**src/rtl/div_unit_pkg.sv**
```systemverilog
// Shared definitions for the EX-stage divider: FSM encodings and ALU op codes.
package div_unit_pkg;

    // Divider control states
    typedef enum logic [1:0] {
        DIV_IDLE = 2'd0,
        DIV_ON   = 2'd1,
        DIV_DONE = 2'd2
    } div_state_e;

    // ALU control codes; DIV/DIVU route the operation to the divider
    localparam logic [3:0] ALU_OP_ADD  = 4'd0;
    localparam logic [3:0] ALU_OP_SUB  = 4'd1;
    localparam logic [3:0] ALU_OP_AND  = 4'd2;
    localparam logic [3:0] ALU_OP_OR   = 4'd3;
    localparam logic [3:0] ALU_OP_XOR  = 4'd4;
    localparam logic [3:0] ALU_OP_SLT  = 4'd5;
    localparam logic [3:0] ALU_OP_DIV  = 4'd8;
    localparam logic [3:0] ALU_OP_DIVU = 4'd9;

endpackage

```
**src/rtl/div_unit_iter.sv**
```systemverilog
// One restoring-division step: shift {rem,quot} left, trial-subtract the divisor.
module div_iter #(
    parameter int unsigned W = 32
) (
    input  logic [W-1:0] rem_i,
    input  logic [W-1:0] quot_i,
    input  logic [W-1:0] divisor_i,
    output logic [W-1:0] rem_o,
    output logic [W-1:0] quot_o
);

    // Shifted remainder needs W+1 bits: it can reach 2*divisor-1 for large divisors
    logic [W:0] rem_sh;
    logic [W:0] diff;

    // Trial subtract; keep the difference when it did not borrow
    always_comb begin
        rem_sh = {rem_i, quot_i[W-1]};
        diff   = rem_sh - {1'b0, divisor_i};
        if (!diff[W]) begin
            rem_o = diff[W-1:0];
        end else begin
            rem_o = rem_sh[W-1:0];
        end
        quot_o = {quot_i[W-2:0], ~diff[W]};
    end

endmodule

```
**src/rtl/div_unit.sv**
```systemverilog
// Iterative radix-2 divider for MIPS DIV/DIVU. Result is {remainder, quotient}.
module div_unit
    import div_unit_pkg::*;
#(
    parameter int unsigned DATA_W = 32
) (
    input  logic                clk,
    input  logic                rst,
    input  logic [DATA_W-1:0]   a,
    input  logic [DATA_W-1:0]   b,
    input  logic                signed_div,
    input  logic                start,
    input  logic                annul,
    output logic                stall,
    output logic                ready,
    output logic [2*DATA_W-1:0] result
);

    localparam int unsigned CNT_W = $clog2(DATA_W);

    div_state_e state_q, state_d;

    logic [CNT_W-1:0]    cnt_q, cnt_d;
    logic [DATA_W-1:0]   rem_q, rem_d;
    logic [DATA_W-1:0]   quot_q, quot_d;
    logic [DATA_W-1:0]   dvsr_q, dvsr_d;
    logic                qneg_q, qneg_d;
    logic                rneg_q, rneg_d;
    logic [2*DATA_W-1:0] result_q, result_d;

    logic [DATA_W-1:0] iter_rem, iter_quot;
    logic [DATA_W-1:0] fix_rem, fix_quot;
    logic [DATA_W-1:0] abs_a, abs_b;
    logic              go, last;

    assign go   = start & ~annul;
    assign last = (cnt_q == CNT_W'(DATA_W - 1));

    div_iter #(
        .W (DATA_W)
    ) u_iter (
        .rem_i     (rem_q),
        .quot_i    (quot_q),
        .divisor_i (dvsr_q),
        .rem_o     (iter_rem),
        .quot_o    (iter_quot)
    );

    // State register
    always_ff @(posedge clk or posedge rst) begin
        if (rst) begin
            state_q <= DIV_IDLE;
        end else begin
            state_q <= state_d;
        end
    end

    // Next-state logic; annul always wins and returns to IDLE
    always_comb begin
        state_d = state_q;
        unique case (state_q)
            DIV_IDLE: begin
                if (go) begin
                    state_d = (b == '0) ? DIV_DONE : DIV_ON;
                end
            end
            DIV_ON: begin
                if (annul) begin
                    state_d = DIV_IDLE;
                end else if (last) begin
                    state_d = DIV_DONE;
                end
            end
            default: state_d = DIV_IDLE;
        endcase
    end

    // Outputs; gated by rst so they drop as soon as reset asserts
    always_comb begin
        stall = ~rst & (((state_q == DIV_IDLE) & go) | (state_q == DIV_ON));
        ready = ~rst & (state_q == DIV_DONE);
    end

    // Operand magnitudes and final sign correction
    always_comb begin
        abs_a    = (signed_div && a[DATA_W-1]) ? -a : a;
        abs_b    = (signed_div && b[DATA_W-1]) ? -b : b;
        fix_rem  = rneg_q ? -iter_rem : iter_rem;
        fix_quot = qneg_q ? -iter_quot : iter_quot;
    end

    // Datapath next-state: operand latch, iteration, result capture
    always_comb begin
        cnt_d    = cnt_q;
        rem_d    = rem_q;
        quot_d   = quot_q;
        dvsr_d   = dvsr_q;
        qneg_d   = qneg_q;
        rneg_d   = rneg_q;
        result_d = result_q;
        unique case (state_q)
            DIV_IDLE: begin
                if (go) begin
                    if (b == '0) begin
                        result_d = {a, {DATA_W{1'b1}}};
                    end else begin
                        cnt_d  = '0;
                        rem_d  = '0;
                        quot_d = abs_a;
                        dvsr_d = abs_b;
                        qneg_d = signed_div & (a[DATA_W-1] ^ b[DATA_W-1]);
                        rneg_d = signed_div & a[DATA_W-1];
                    end
                end
            end
            DIV_ON: begin
                if (!annul) begin
                    cnt_d  = cnt_q + CNT_W'(1);
                    rem_d  = iter_rem;
                    quot_d = iter_quot;
                    if (last) begin
                        result_d = {fix_rem, fix_quot};
                    end
                end
            end
            default: ;
        endcase
    end

    // Datapath registers
    always_ff @(posedge clk or posedge rst) begin
        if (rst) begin
            cnt_q    <= '0;
            rem_q    <= '0;
            quot_q   <= '0;
            dvsr_q   <= '0;
            qneg_q   <= 1'b0;
            rneg_q   <= 1'b0;
            result_q <= '0;
        end else begin
            cnt_q    <= cnt_d;
            rem_q    <= rem_d;
            quot_q   <= quot_d;
            dvsr_q   <= dvsr_d;
            qneg_q   <= qneg_d;
            rneg_q   <= rneg_d;
            result_q <= result_d;
        end
    end

    assign result = result_q;

endmodule
```
**config.mk**
```make
export PLATFORM = sky130hd
export DESIGN_NAME = div_unit
export DESIGN_NICKNAME = d
export VERILOG_FILES = /design/src/rtl/div_unit_pkg.sv /design/src/rtl/div_unit_iter.sv /design/src/rtl/div_unit.sv
export SDC_FILE = /design/constraint.sdc
export NUM_CORES = 1
export LEC_CHECK = 0
export CORE_ASPECT_RATIO = 1.5
export CORE_MARGIN = 2
export CORE_UTILIZATION = 55
export DETAILED_ROUTE_END_ITERATION = 12
export PLACE_DENSITY = 0.78
export SETUP_SLACK_MARGIN = 0.4
export SKIP_CTS_REPAIR_TIMING = 1
export SYNTH_ARGS = -nofsm -noshare
export SYNTH_HDL_FRONTEND = slang
export SYNTH_SLANG_ARGS = --single-unit
```
**constraint.sdc**
```tcl
create_clock -name clk -period 6.9 [get_ports clk]
set_input_delay 1.035 -clock clk [delete_from_list [all_inputs] [get_ports clk]]
set_output_delay 1.035 -clock clk [all_outputs]
set_load 0.02 [all_outputs]
```
==> summary.txt, run 1 <==
Total Wirelength: 32600 um
Setup slack, reg-to-reg: 1.20 ns
Hpwl dp: 24500 um
Setup TNS: 0 ns
Initial DRC Count: 845
Cell depth of the worst setup path: 19
CTS buffer count: 17
Largest net degree at the start of global routing: 108
Rel. slew slack: 20.8%
FF-to-FF End: result[62]
Vias in the first global route: 10800
Via density: 5.99
Max-cap violations: 0
Switching power: 1.06 mW
Vias: 11400
Sw frac: 33.4%
GRT overflow: 0
Buf/Inv on CP: 2
Top cell family by delay on the critical path: compound AO/OA/AOI/OAI gates
WP data arrival: 6.00 ns
Maximum net fanout on the critical path: 10
Syn Inst Count: 1539
Min-Delay Startpoint: dvsr_q[29]
Hold path cells: 2
Fin crit period: 5.70 ns
Final setup skew: 0.00607 ns
RSZ-0062 raised after global routing: false
Avg Cell Area, Syn: 8.14 um2
Clk pwr share: 33.5%
Post-route ant nets: 0
First-pass GRT wire length: 53600 um
Number of setup violations in the final report: 0
RR Startpoint: rem_q[6]
Routed len/inst: 17.1 um
Clock transition at the registers of the reported paths: 0.07 ns
Core Region: 22400 um2
Synth async-reset ratio: 100%
Total track usage: 27.5%
FF+latch count, synth: 169
Worst-Skew Late Latency: 0.44 ns
Clock Tree Buf Depth: 2
Rows: 67
Final Hold Fails: 0
Final period util: 82.5%
Die area: 24000 um2
Critical path required time: 7.21 ns
R2R cell count: 19
Startpoint types: flop
Sequential share of the synthesized area: 33.8%
CP peak stage delay: 0.54 ns
Die Ht: 189 um
Fraction of layout cells with a size suffix above 1: 5.83%
Max Freq: 176 MHz
Yosys warnings: 0
Status: finished, final reports clean
Type of the worst setup path: reg2reg
Int Pwr: 2.13 mW
Lkg Pwr: 6.03 nW
Root buffer cell: clkbuf_16
Synthesis-to-layout area growth: 15.8%
Placed cell areas: 13900 um2
Logic pwr share: 29.1%
Mapped Area: 12500 um2
Syn nets: 1647
IO buf count: 134
DRC: 0
Commonest non-fill, non-tap cell in the layout: a21oi_1
Final Slew Violations: 0
Post-route cell area: 14500 um2
Slowest CP cell: a2111oi_0
Fin nets: 1726
Worst hold endpoint: dvsr_q[29]
CP Capture Type: flop
Peak supply drop: 0.000196 V
Initial Util: 56.0%
Crit-path cells: ha_1 > nand4_1 > a21oi_2 > o211ai_2 > a2111oi_4 > o21ai_2 > xnor2_4 > inv_4 > mux2i_1 > ha_1 > inv_1 > a2111oi_0 > nand4_1 > a21oi_1 > and4_2 > o21bai_1 > o41ai_1 > xor2_1 > o21ai_1
Yosys cell types: 96
First drt pass iteration count: 5
CTS H-tree depth: 4
Main synth FF type: dfrtp_1
Clock Sinks: 169
DIE WIDTH: 127 um
CTS tree: built
IO Count: 135
Pwr Density: 220 nW/um2
Finished Layout Cells: 1906
Number of synthesized flops with an enable pin: 0
Slew @ Worst Pin: 1.18 ns
N_diodes: 0
Initial antenna violation count: 0
HP Class: reg2reg
Fill cell count: 1928
Final RePlAce weighted congestion: 0.935
Sequential share of power: 37.5%
# placed instances: 1875
Most frequent cells in the layout: a21oi_1, dfrtp_1, nand2_1, nor2_1, o21ai_0
[metal layers]
metal	global-route usage (%)	vias to the layer above	share of wire (%)
met5	0	-	0
met4	11.0	0	3.3
met3	3.56	61	4.0
met2	49.9	326	52
met1	32.6	5359	41
li1	-	5671	-
[cell families (layout without fill, tap and decap cells)]
group                      Yosys count  after routing  synth area share [%]
AOI/OAI and AO/OA                  483            483                  23.6
xor gates and xnor gates           138            138                  9.80
muxes                               29             29                  2.34
DFF                                169            169                  33.8
adders and majority gates           39             39                  3.95
and+or+nand+nor                    534            534                  20.7
buffers and inverters              147            238                  5.84
[state kept, by name, summed over array words and instances, names as in the netlist]
signal and count:
cnt_q 5, dvsr_q 32, qneg_q 1, quot_q 32, rem_q 32, result 64
rneg_q 1, state_q 2
[worst max path at each step]
stage                           from         end  slack (ns)
after floorplan                  rst    cnt_q[0]        1.29
after detailed placement  quot_q[31]  result[62]        1.36
after CTS                   rem_q[6]  result[62]        1.31
final                       rem_q[6]  result[62]        1.20
after global placement    quot_q[31]  result[56]        1.55
after global routing      quot_q[31]  result[56]        0.79
[synthesized netlist by cell type, types with 13 or more instances]
master / instances / area share, %
xor2_1: 77 / 5.4
o31ai_1: 25 / 1.5
and3_1: 17 / 0.85
inv_1: 57 / 1.7
or3_1: 24 / 1.2
nand2_1: 163 / 4.9
xnor2_1: 60 / 4.2
nand4_1: 13 / 0.65
nor3_1: 30 / 1.2
clkbuf_1: 46 / 1.4
a31oi_1: 23 / 1.1
buf_2: 21 / 0.84
a21oi_1: 175 / 7.0
ha_1: 38 / 3.8
nor2_1: 150 / 4.5
nor4_1: 19 / 0.95
nand3_1: 34 / 1.4
mux2i_1: 27 / 2.2
o21ai_0: 148 / 5.9
dfrtp_1: 169 / 34
[worst register-to-register path: stages, from the launching register on]
cell and delay (ns):
dfrtp_1 0.44, ha_1 0.49, nand4_1 0.17, a21oi_2 0.27, o211ai_2 0.15, a2111oi_4 0.53, o21ai_2 0.19, xnor2_4 0.44
inv_4 0.06, mux2i_1 0.25, ha_1 0.24, inv_1 0.06, a2111oi_0 0.54, nand4_1 0.28, a21oi_1 0.26, and4_2 0.27
o21bai_1 0.18, o41ai_1 0.47, xor2_1 0.20, o21ai_1 0.08
[power groups by stage]
stage	clock network [mW]	registers (mW)	logic, mW
final	1.07	1.20	0.927
after global routing	1.12	1.21	1.03
after CTS	1.08	1.19	0.923
after detailed placement	0	1.21	0.918
after global placement	0	1.21	0.902
after floorplan	0	1.20	0.698
[through the flow]
stage	hold WS (ns)	setup slack [ns]	utilization [%]	power, mW
2_1_floorplan	0.450	1.29	-	1.90
3_3_place_gp	0.463	1.55	61.9	2.11
3_5_place_dp	0.470	1.36	61.9	2.13
4_1_cts	0.484	1.31	64.8	3.20
5_1_grt	0.512	0.790	64.8	3.36
6_report	0.479	1.20	64.8	3.19
[area by class of cell]
class,instances,area [um2],area share [%]
Sequential cell,169,4230,29.2
Clock inverter,11,195,1.35
Multi-Input combinational cell,1223,7590,52.3
Inverter,58,225,1.55
Clock buffer,20,457,3.15
Timing Repair Buffer,149,1470,10.1
Tap cell,276,345,2.38
Power figures use the tool's default switching activity.
==> run 2, diff against run 1 <==
Clock period 6.9 ns to 5.91 ns, I/O delays scaled along.
==> run 2 against run 1 <==
  * Via count up 0.74%
  * Wire length down 0.30%
  * Sequential cell count unchanged
  * Register-to-register slack worse by 0.33 ns
  * Final cell count up 0.26%
  * Hold slack better by 0.0062 ns
  * Non-clock buffer count up 5
  * Critical path depth up 1
  * Sequential power up 16%
  * Highest routed layer unchanged
  * Maximum frequency up 13%
==> summary.txt, run 2 (synthesis gave the netlist of run 1 again) <==
RR Startpoint: rem_q[13] (was rem_q[6])
N_diodes: 0 (unchanged)
GRT overflow: 0 (unchanged)
Via density: 6.02 (was 5.99)
Die Ht: 189 um (unchanged)
Pwr Density: 253 nW/um2 (was 220 nW/um2)
Die area: 24000 um2 (unchanged)
Worst-Skew Late Latency: 0.44 ns (about the same)
Final Slew Violations: 0 (unchanged)
Max Freq: 199 MHz (was 176 MHz)
Max-cap violations: 0 (unchanged)
Rel. slew slack: 36.0% (was 20.8%)
Final setup skew: 0.0113 ns (was 0.00607 ns)
Type of the worst setup path: reg2reg (unchanged)
Total Wirelength: 32500 um (was 32600 um)
HP Class: reg2reg (unchanged)
Setup TNS: 0 ns (unchanged)
Clock transition at the registers of the reported paths: 0.07 ns (about the same)
Final RePlAce weighted congestion: 0.913 (was 0.935)
Vias: 11500 (was 11400)
CTS buffer count: 17 (unchanged)
Initial antenna violation count: 0 (unchanged)
CTS H-tree depth: 4 (unchanged)
Rows: 67 (unchanged)
Area of the multi-input gates: 7610 um2 (was 7590 um2)
Largest net degree at the start of global routing: 96 (was 108)
Placed cell areas: 13900 um2 (about the same)
Status: finished, final reports clean (unchanged)
RSZ-0062 raised after global routing: false (unchanged)
First drt pass iteration count: 7 (was 5)
First-pass GRT wire length: 54100 um (was 53600 um)
Initial DRC Count: 658 (was 845)
CTS tree: built (unchanged)
Clock Tree Buf Depth: 2 (unchanged)
Core Region: 22400 um2 (unchanged)
IO buf count: 134 (unchanged)
Slew @ Worst Pin: 0.960 ns (was 1.18 ns)
Synthesis-to-layout area growth: 16.3% (was 15.8%)
Hpwl dp: 24700 um (was 24500 um)
Crit path launch: rem_q[13] (was rem_q[6])
Final Hold Fails: 0 (unchanged)
Root buffer cell: clkbuf_16 (unchanged)
Maximum net fanout on the critical path: 10 (unchanged)
Routed len/inst: 17.0 um (was 17.1 um)
IO Count: 135 (unchanged)
Clock Sinks: 169 (unchanged)
Post-route ant nets: 0 (unchanged)
Critical path required time: 6.22 ns (was 7.21 ns)
Most frequent cells in the layout: a21oi_1, dfrtp_1, nand2_1, nor2_1, o21ai_0 (unchanged)
Peak supply drop: 0.000210 V (was 0.000196 V)
CP Capture Type: flop (unchanged)
Lkg Pwr: 6.05 nW (was 6.03 nW)
Min-Delay Startpoint: dvsr_q[29] (unchanged)
Sequential cell area: 4230 um2 (unchanged)
DRC: 0 (unchanged)
Vias in the first global route: 11000 (was 10800)
Fin crit period: 5.03 ns (was 5.70 ns)
Initial Util: 56.0% (unchanged)
Commonest non-fill, non-tap cell in the layout: a21oi_1 (unchanged)
Startpoint types: flop (unchanged)
WP data arrival: 5.34 ns (was 6.00 ns)
Max FFs per register: 64 (unchanged)
DIE WIDTH: 127 um (unchanged)
Fill cell count: 1919 (was 1928)
Post-route cell area: 14600 um2 (was 14500 um2)
Number of setup violations in the final report: 0 (unchanged)
Fraction of layout cells with a size suffix above 1: 6.48% (was 5.83%)
Fin nets: 1731 (was 1726)
Final period util: 85.2% (was 82.5%)
Total track usage: 27.8% (was 27.5%)
run 2: cell types whose count changed in the layout (fill, tap and decap cells not counted), moves of 2 or more:
cell / delta
inv_6: +4
clkbuf_8: -2
ha_2: +3
ha_1: -3
buf_4: +2
buf_12: +3
run 2: power by group:
part           switching [mW]  total, mW  internal (mW)  leakage [nW]
clock                   0.487       1.20          0.710         0.290
combinational           0.657       1.10          0.440          3.65
sequential              0.117       1.39           1.28          2.11
run 2: area by class of cell:
cell class	count	area share (%)
multi-input cells	1223	52.2
clock inverters	13	1.33
well taps	276	2.37
inverters	58	1.55
flip-flops and latches	169	29.0
clock buffers	18	2.94
repair buffers	154	10.6
run 2: layer usage:
| layer | global-route usage [%] | vias to the layer above | wire (um) |
|---|---|---|---|
| met3 | 3.28 | 71 | 1280 |
| met4 | 12.0 | 0 | 1160 |
| li1 | - | 5684 | - |
| met1 | 33.4 | 5429 | 13300 |
| met5 | 0 | - | 0 |
| met2 | 49.8 | 317 | 16800 |
run 2: worst max-delay path, cell delays in order, from the launching register on:
cell and delay [ns]:
dfrtp_1 0.45, ha_1 0.50, nand2_2 0.14, o21ai_0 0.24, a21oi_1 0.12, a2111oi_4 0.46
o21ai_2 0.16, xnor2_4 0.17, buf_12 0.15, inv_4 0.05, mux2i_1 0.27, ha_1 0.24
inv_1 0.07, a2111oi_2 0.27, nand4_1 0.21, a21oi_1 0.23, and4_2 0.27, o21bai_1 0.18
o41ai_1 0.46, xor2_1 0.17, o21ai_1 0.07
run 2: final timing paths:
kind                                    to  slack (ns)  depth (start not counted)
worst max-delay path            result[62]        0.88                         20
worst min register to register  dvsr_q[29]        0.49                          2
worst max register to register  result[62]        0.88                         20
min in group asynchronous       result[61]        0.98                          2
worst min-delay path            dvsr_q[29]        0.49                          2
max in group asynchronous        dvsr_q[8]        3.84                          3
run 2: through the flow:
step           hold slack, ns  worst slack, ns  std cells  total power, mW  utilization, %
2_1_floorplan           0.450            0.448       1539             2.21               -
3_3_place_gp            0.462            0.616       1878             2.47            62.1
3_5_place_dp            0.473            0.423       1878             2.49            62.1
4_1_cts                 0.488            0.405       1909             3.69            64.9
5_1_grt                 0.510            0.435       1911             3.91            65.1
6_report                0.486            0.876       1911             3.69            65.1
